$ cat src/rtl/spi_pkg.sv
// Shared constants and state type for the SPI slave front-end.
package spi_pkg;
   localparam int SPI_BYTE_W          = 8;
   localparam int SPI_SYNC_STAGES_DEF = 2;

   typedef enum logic {
      IDLE   = 1'b0,
      ACTIVE = 1'b1
   } spi_state_t;
endpackage

$ cat src/rtl/spi_sync.sv
// N-flop synchronizer for one asynchronous pin, with a selectable reset level.
module spi_sync #(
   parameter int   N       = 2,
   parameter logic RST_VAL = 1'b0
) (
   input  logic clk,
   input  logic rst_n,
   input  logic d_i,
   output logic q_o
);
   logic [N-1:0] sync_q;

   always_ff @(posedge clk or negedge rst_n) begin
      if (!rst_n) sync_q <= {N{RST_VAL}};
      else        sync_q <= {sync_q[N-2:0], d_i};
   end

   assign q_o = sync_q[N-1];
endmodule

$ cat src/rtl/spi_bridge.sv
// SPI mode-0 slave: oversamples the pins in the clk domain, delivers MOSI bytes
// with a byte_sync pulse and shifts the decoder's data_out byte back on MISO.
module spi_bridge
   import spi_pkg::*;
#(
   parameter int SYNC_STAGES = SPI_SYNC_STAGES_DEF
) (
   input  logic                  clk,
   input  logic                  rst_n,
   input  logic                  sclk,
   input  logic                  cs_n,
   input  logic                  mosi,
   output logic                  miso,
   output logic                  byte_sync,
   output logic [SPI_BYTE_W-1:0] data_in,
   input  logic [SPI_BYTE_W-1:0] data_out,
   output spi_state_t            dbg_state
);
   logic sclk_s, cs_s, mosi_s;

   spi_sync #(.N(SYNC_STAGES), .RST_VAL(1'b0)) u_sync_sclk (
      .clk(clk), .rst_n(rst_n), .d_i(sclk), .q_o(sclk_s));
   spi_sync #(.N(SYNC_STAGES), .RST_VAL(1'b1)) u_sync_cs (
      .clk(clk), .rst_n(rst_n), .d_i(cs_n), .q_o(cs_s));
   spi_sync #(.N(SYNC_STAGES), .RST_VAL(1'b0)) u_sync_mosi (
      .clk(clk), .rst_n(rst_n), .d_i(mosi), .q_o(mosi_s));

   // Strobes are registered, giving SYNC_STAGES + 1 cycles from pin to strobe.
   logic sclk_q, cs_q;
   logic rise_q, fall_q, cs_fall_q, cs_rise_q;

   always_ff @(posedge clk or negedge rst_n) begin
      if (!rst_n) begin
         sclk_q    <= 1'b0;
         cs_q      <= 1'b1;
         rise_q    <= 1'b0;
         fall_q    <= 1'b0;
         cs_fall_q <= 1'b0;
         cs_rise_q <= 1'b0;
      end else begin
         sclk_q    <= sclk_s;
         cs_q      <= cs_s;
         rise_q    <= sclk_s & ~sclk_q;
         fall_q    <= ~sclk_s & sclk_q;
         cs_fall_q <= ~cs_s & cs_q;
         cs_rise_q <= cs_s & ~cs_q;
      end
   end

   spi_state_t            state_q, state_d;
   logic [2:0]            cnt_q, cnt_d;
   logic [SPI_BYTE_W-1:0] rx_q, rx_d;
   logic [SPI_BYTE_W-1:0] tx_q, tx_d;
   logic [SPI_BYTE_W-1:0] data_in_q, data_in_d;
   logic                  sync_q, sync_d;
   logic                  flag_q, flag_d;

   always_ff @(posedge clk or negedge rst_n) begin
      if (!rst_n) begin
         state_q   <= IDLE;
         cnt_q     <= '0;
         rx_q      <= '0;
         tx_q      <= '0;
         data_in_q <= '0;
         sync_q    <= 1'b0;
         flag_q    <= 1'b0;
      end else begin
         state_q   <= state_d;
         cnt_q     <= cnt_d;
         rx_q      <= rx_d;
         tx_q      <= tx_d;
         data_in_q <= data_in_d;
         sync_q    <= sync_d;
         flag_q    <= flag_d;
      end
   end

   always_comb begin
      state_d   = state_q;
      cnt_d     = cnt_q;
      rx_d      = rx_q;
      tx_d      = tx_q;
      data_in_d = data_in_q;
      sync_d    = 1'b0;
      flag_d    = flag_q;
      case (state_q)
         IDLE: begin
            cnt_d  = '0;
            flag_d = 1'b0;
            if (cs_fall_q) begin
               tx_d    = data_out;
               state_d = ACTIVE;
            end
         end
         ACTIVE: begin
            // Deselect wins over a coincident rise: the partial bit is dropped.
            if (cs_rise_q) begin
               state_d = IDLE;
               cnt_d   = '0;
               flag_d  = 1'b0;
            end else if (rise_q) begin
               rx_d  = {rx_q[SPI_BYTE_W-2:0], mosi_s};
               cnt_d = cnt_q + 3'd1;
               if (cnt_q == 3'd7) begin
                  data_in_d = {rx_q[SPI_BYTE_W-2:0], mosi_s};
                  sync_d    = 1'b1;
                  flag_d    = 1'b1;
               end
            end else if (fall_q) begin
               // The boundary fall reloads, giving the decoder time after byte_sync.
               if (flag_q) begin
                  tx_d   = data_out;
                  flag_d = 1'b0;
               end else begin
                  tx_d = {tx_q[SPI_BYTE_W-2:0], 1'b0};
               end
            end
         end
         default: state_d = IDLE;
      endcase
   end

   assign miso      = (state_q == ACTIVE) ? tx_q[SPI_BYTE_W-1] : 1'b0;
   assign byte_sync = sync_q;
   assign data_in   = data_in_q;
   assign dbg_state = state_q;
endmodule

$ cat config.mk
export PLATFORM = sky130hd
export DESIGN_NAME = spi_bridge
export DESIGN_NICKNAME = d
export VERILOG_FILES = /design/src/rtl/spi_pkg.sv /design/src/rtl/spi_sync.sv /design/src/rtl/spi_bridge.sv
export SDC_FILE = /design/constraint.sdc
export NUM_CORES = 1
export LEC_CHECK = 0
export CORE_MARGIN = 3
export CORE_UTILIZATION = 35
export CTS_CLUSTER_DIAMETER = 60
export CTS_CLUSTER_SIZE = 12
export DETAILED_ROUTE_END_ITERATION = 6
export GPL_ROUTABILITY_DRIVEN = 1
export GPL_TIMING_DRIVEN = 0
export REMOVE_ABC_BUFFERS = 1
export SETUP_SLACK_MARGIN = 0.15
export SLEW_MARGIN = 20
export SYNTH_ARGS = -nofsm -noshare
export SYNTH_HDL_FRONTEND = slang
export SYNTH_SLANG_ARGS = --single-unit
$ cat constraint.sdc
create_clock -name clk -period 1.8 [get_ports clk]
set_clock_uncertainty 0.05 [all_clocks]
set_input_delay 0.36 -clock clk [delete_from_list [all_inputs] [get_ports clk]]
set_output_delay 0.36 -clock clk [all_outputs]
set_load 0.05 [all_outputs]
=== After elaboration in Yosys (flattened, before gate mapping) ===
Index checks and enable logic that the tools add are counted.

* Flip-flop bits (word level): 41
* Input bits: 13
* Output and inout bits: 11
* Logic and storage cells: 61

* Add/sub/neg operators: 1
* Equality and inequality tests: 8
* Multiplexer cells: 22
* Bitwise operators: 10
* Reduce and logical (&&, ||, !) cells: 4

{| class="wikitable"
|+ Operators by type and width
! cell !! number
|-
| two-way mux 8 bit || 5
|-
| one-hot mux 8 bit (2 select lines) || 1
|-
| two-way mux 1 bit || 11
|-
| != test 2 bit, second input constant || 4
|-
| AND reduction 4 bit || 2
|-
| two-way mux 3 bit || 2
|-
| inverter 1 bit || 6
|-
| one-hot mux 3 bit (2 select lines) || 1
|-
| AND 1 bit || 4
|-
| != test 4 x 3 -> 1 bit, second input constant || 1
|-
| != test 4 bit, second input constant || 1
|-
| one-hot mux 1 bit (2 select lines) || 2
|-
| adder 3 x 1 -> 3 bit, second input constant || 1
|-
| == test 3 bit, second input constant || 1
|-
| != test 3 bit, second input constant || 1
|-
| AND reduction 3 bit || 1
|-
| AND reduction 2 bit || 1
|}

=== Longest topological paths before layout ===
* Word-level depth: 5
* Gate-level depth with buffers: 4
* Gate-level depth less buffers: 4

=== Hierarchy ===
A second synthesis with hierarchy kept.

* Cells, all modules: 100
* Area, all modules: 1,636.6 µm²

{| class="wikitable"
|+ Modules (own cells, without submodules)
! module !! instances !! cells an instance !! area an instance (µm²) !! sequential area each (µm²)
|-
| spi_bridge || 1 || 94 || 1,483.9 || 877.1
|-
| spi_sync at u_sync_mosi ... || 2 || 2 || 50.0 || 50.0
|-
| spi_sync at u_sync_cs || 1 || 2 || 52.6 || 52.6
|}

=== Least setup slack after synthesis ===
No wires, ideal clock.

* Path kind: register to register
* Start: register state_q (netlist: dbg_state)
* End: register tx_q[1]
* Setup time: 125 ps
* Arrival: 1,520 ps
* Data required time: 1,625 ps
* Path slack: 105 ps
* Cell stages (with the launch flop): 4
* Buffers on the path: 0
* Period minus slack after synthesis: 1,695 ps
* Path through: dfrtp_1 -> nand2b_2 -> o21ai_4 -> mux2_4

* Word-level cells in the longest chain between the ends: 3
* Elaborated cells between the ends (all ways): 7
* Those cells by class: 4 x eq/ne; 1 x mux; 1 x bitwise; 1 x reduce/logical

{| class="wikitable"
|+ Ends and longest elaborated chain
! element !! line !! text
|-
| from (decl) || spi_bridge.sv:50 || <nowiki>spi_state_t state_q, state_d;</nowiki>
|-
| from (signal assigned) || spi_bridge.sv:68 || <nowiki>state_q <= state_d;</nowiki>
|-
| inverter 1 bit || -- ||
|-
| != test 2 bit (no line) || -- ||
|-
| AND reduction 4 bit (no line) || -- ||
|-
| to (signal assigned) || spi_bridge.sv:71 || <nowiki>tx_q <= tx_d;</nowiki>
|-
| to (decl) || spi_bridge.sv:53 || <nowiki>logic [SPI_BYTE_W-1:0] tx_q, tx_d;</nowiki>
|}

Several ways; a longest one is shown, not always the timed one.
A chain may end at the register's enable or synchronous reset.

=== Worst setup path in the final report ===
* Start: register data_in_q[5] (netlist: data_in[5])
* End: output port data_in[5]

{| class="wikitable"
|+ RTL lines
! element !! line !! text
|-
| from (decl) || spi_bridge.sv:54 || <nowiki>logic [SPI_BYTE_W-1:0] data_in_q, data_in_d;</nowiki>
|-
| from (signal assigned) || spi_bridge.sv:72 || <nowiki>data_in_q <= data_in_d;</nowiki>
|-
| to (decl) || spi_bridge.sv:15 || <nowiki>output logic [SPI_BYTE_W-1:0] data_in,</nowiki>
|}

No word-level cell between the ends.

==> results by group <==
Timing
  – Hold slack: roughly 300 ps
  – Fmax achieved: ~640 MHz
  – Final hold vios: 0
  – Worst setup margin: approximately 230 ps
  – Relative slew slack: between 60% and 70%
  – Worst-Margin Slew: about 500 ps
  – Unrepaired setup endpoints after global routing: no
  – Final setup violating endpoints: 0
  – Final Cycle Share: between 80% and 90%
  – Fin. max-slew vios: 0
  – Crit path time final: roughly 1600 ps

Logic synthesis
  – Synth top area share: 58.1%
  – Async S/R FF share, synth: 100%
  – Synth cell types: 20
  – Post-synth top area cell: dfrtp_1
  – Top FF cell, synth: dfrtp_1
  – Synth top cells by count: 38 x dfrtp_1, 15 x mux2_2, 14 x mux2_4, 4 x nor2_1, 4 x nor2b_1
  – Post-Synthesis Cells: 100
  – Mapped Area: around 1600 um^2
  – Syn_area_per_cell: 16.4 um^2
  – Sequential fraction of the synthesis area: a little over three fifths
  – Synth warn: 0
  – Post-synth EDFFs: 0
  – #FFs+latches synth: 41
  – Synth top area cells: dfrtp_1 58%, mux2_4 13%, mux2_2 10%, dfstp_2 4.8%, mux2i_1 1.8%
  – Most frequent cell after synthesis: dfrtp_1

Cells and area
  – Synth-to-layout area growth: 24.7%
  – Util after Layout: 45.9%
  – Share of cells above drive strength 1: 36.6%
  – # diodes: 0
  – Final cell count without fillers: around 180
  – Final layout net count: 145

Worst setup path
  – CP max stage cell: dlygate4sd2_1
  – Critical path type: reg -> out
  – CP Max Fanout: 2
  – Sum of buffers and inverters on the critical path: 1
  – Critical path startpoint category: flop
  – CP arrival: about 1200 ps
  – Delay-heaviest family, CP: buffers and inverters
  – Setup crit end kind: output port
  – Crit-path cells: dlygate4sd2_1
  – Worst EP required: between 1000 and 1500 ps
  – Slowest stage delay, CP: between 500 and 600 ps

Placed design
  – DP Worst Slack: 36.8 ps
  – Buffers added on ports: 23
  – Post-DP HPWL: about 1800 um
  – Final RePlAce weighted congestion: ~0.65
  – Dpl cells: about 170

Power and ir drop
  – Tot Pwr: 0.00240 W
  – PwrDens: 1180 nW/um^2
  – Switching part of the total: roughly 25%
  – Clock share of power: between 20% and 30%
  – Worst VDD drop: between 0.6 and 0.7 mV
  – Comb pwr share: 19.9%
  – Cell-internal power: 0.00181 W
  – Total net switching power: slightly below 0.0006 W
  – Sequential share of power: about half
  – Leakage: around 1 nW

Global routing
  – Initial antenna violation count: 0
  – Vias in the first global route: 920
  – Largest net degree at the start of global routing: 30
  – First-pass GRT wire length: between 4000 and 5000 um
  – Total gr overflow: 0
  – Global-route usage over all layers: slightly above 10%

Route
  – DR vias/cell: 4.64
  – Drt first pass iters: 3
  – DRT iter0 DRCs: 5
  – Via count: around 850
  – DRT Wirelength: about 2500 um
  – Avg WL per Cell: 13.8 um
  – Post-DRT Antenna Nets: 0
  – DRC: 0

Floorplan
  – Full die area: ~5500 um^2
  – # rows: 24
  – Die Wd: 74.4 um
  – IO Pins: 24
  – Core region area: approximately 4400 um^2
  – Die Span Y: roughly 74 um
  – Initial Utilization: between 30% and 40%

CTS
  – Postcts setup bufs: 0
  – TritonCTS Buffers: 5
  – Clock sink count: 41
  – Worst skew pair latency: about 280 ps
  – TritonCTS clock tree: done
  – Clock buffer depth: 2
  – Clock-pin slew on the worst setup and hold paths: roughly 80 ps
  – Htree depth: 2
  – CTS root buffer: clkbuf_8

Status
  – Run status: completed

Worst hold path
  – Hold Path Class: reg -> reg

Run
  – Max cap viols: 0
-- worst paths after layout --
check	from	endpoint	slack, ps	cells past startpoint
worst max-delay path	data_in[5]$_DFFE_PN0P_	data_in[5]	230	1
worst min-delay path	u_sync_mosi.sync_q[0]$_DFF_PN0_	u_sync_mosi.sync_q[1]$_DFF_PN0_	300	0
worst max register to register	rise_q$_DFF_PN0_	tx_q[6]$_DFFE_PN0P_	240	3
worst min register to register	u_sync_mosi.sync_q[0]$_DFF_PN0_	u_sync_mosi.sync_q[1]$_DFF_PN0_	300	0
max in group asynchronous	rst_n	u_sync_cs.sync_q[0]$_DFF_PN1_	730	3
min in group asynchronous	rst_n	tx_q[7]$_DFFE_PN0P_	450	2
-- through the flow --
step | area, um^2 | TNS (ps)
floorplan | 1610 | -141
global placement | 1910 | -24900
detailed placement | 1920 | 0
CTS | 2040 | 0
global route | 2040 | 0
finish | 2040 | 0
-- layout make-up --
class | count | area, um^2
Sequential cell | 41 | 1030
Tap cell | 52 | 65.1
Multi-Input combinational cell | 55 | 587
Timing Repair Buffer | 25 | 240
Clock inverter | 2 | 38.8
Clock buffer | 6 | 72.6
Inverter | 2 | 7.51
Fill cell | 404 | 2400
-- logic make-up after synthesis --
logic type | Yosys count | share of synthesized area (%)
XOR/XNOR | 1 | 0.535
AND/OR/NAND/NOR | 18 | 6.73
flip-flops | 41 | 62.9
AO/OA/AOI/OAI | 2 | 1.45
adder cells (fa/ha/maj) | 2 | 1.53
multiplexers | 32 | 25.0
buffers and inverters | 4 | 1.83
-- sequential cells by signal, summed over array words and instances, names as in the netlist --
register            flops
data_in                 8
tx_q                    8
rx_q                    7
cnt_q                   3
u_sync_cs.sync_q        2
u_sync_mosi.sync_q      2
u_sync_sclk.sync_q      2
byte_sync               1
cs_fall_q               1
cs_q                    1
cs_rise_q               1
dbg_state               1
fall_q                  1
flag_q                  1
rise_q                  1
sclk_q                  1
-- layer usage --
metal / vias to the layer above / global-route usage (%) / part of all wire, %
met1: 424 / 13.2 / 44
li1: 399 / - / -
met2: 21 / 15.9 / 49
met4: 0 / 4.94 / 1.5
met3: 5 / 3.24 / 4.7
met5: - / 0 / 0
-- power groups by stage --
stage                     combinational [W]  clock [W]  sequential [W]
after floorplan                    0.000364          0         0.00120
after global placement             0.000468          0         0.00121
after detailed placement           0.000490          0         0.00122
after CTS                          0.000491   0.000746         0.00120
after global routing               0.000515   0.000788         0.00123
final                              0.000479   0.000719         0.00120
-- repair_timing --
item,4_1_cts,5_1_grt
endpoints found under the setup margin,12,11
hold buffers,1,0
cloned,0,0
gates resized for setup,15,4
pin swaps,0,0
endpoints found under the hold margin,12,0
-- cells in the final DEF, fill, tap and decap left out, types with 2 or more instances in the layout --
cell type | synthesis | routed
buf_2 | 0 | 2
dlygate4sd2_1 | 0 | 9
inv_1 | 2 | 2
dfstp_2 | 3 | 3
ha_1 | 2 | 2
nand2_1 | 3 | 3
clkdlybuf4s50_1 | 0 | 11
mux2i_1 | 3 | 3
nand2b_2 | 1 | 2
mux2_4 | 14 | 14
nor2_1 | 4 | 4
dfrtp_1 | 38 | 38
clkbuf_8 | 0 | 5
nor2b_1 | 4 | 4
mux2_2 | 15 | 15
Note: power is estimated with default switching activity, not from simulation.
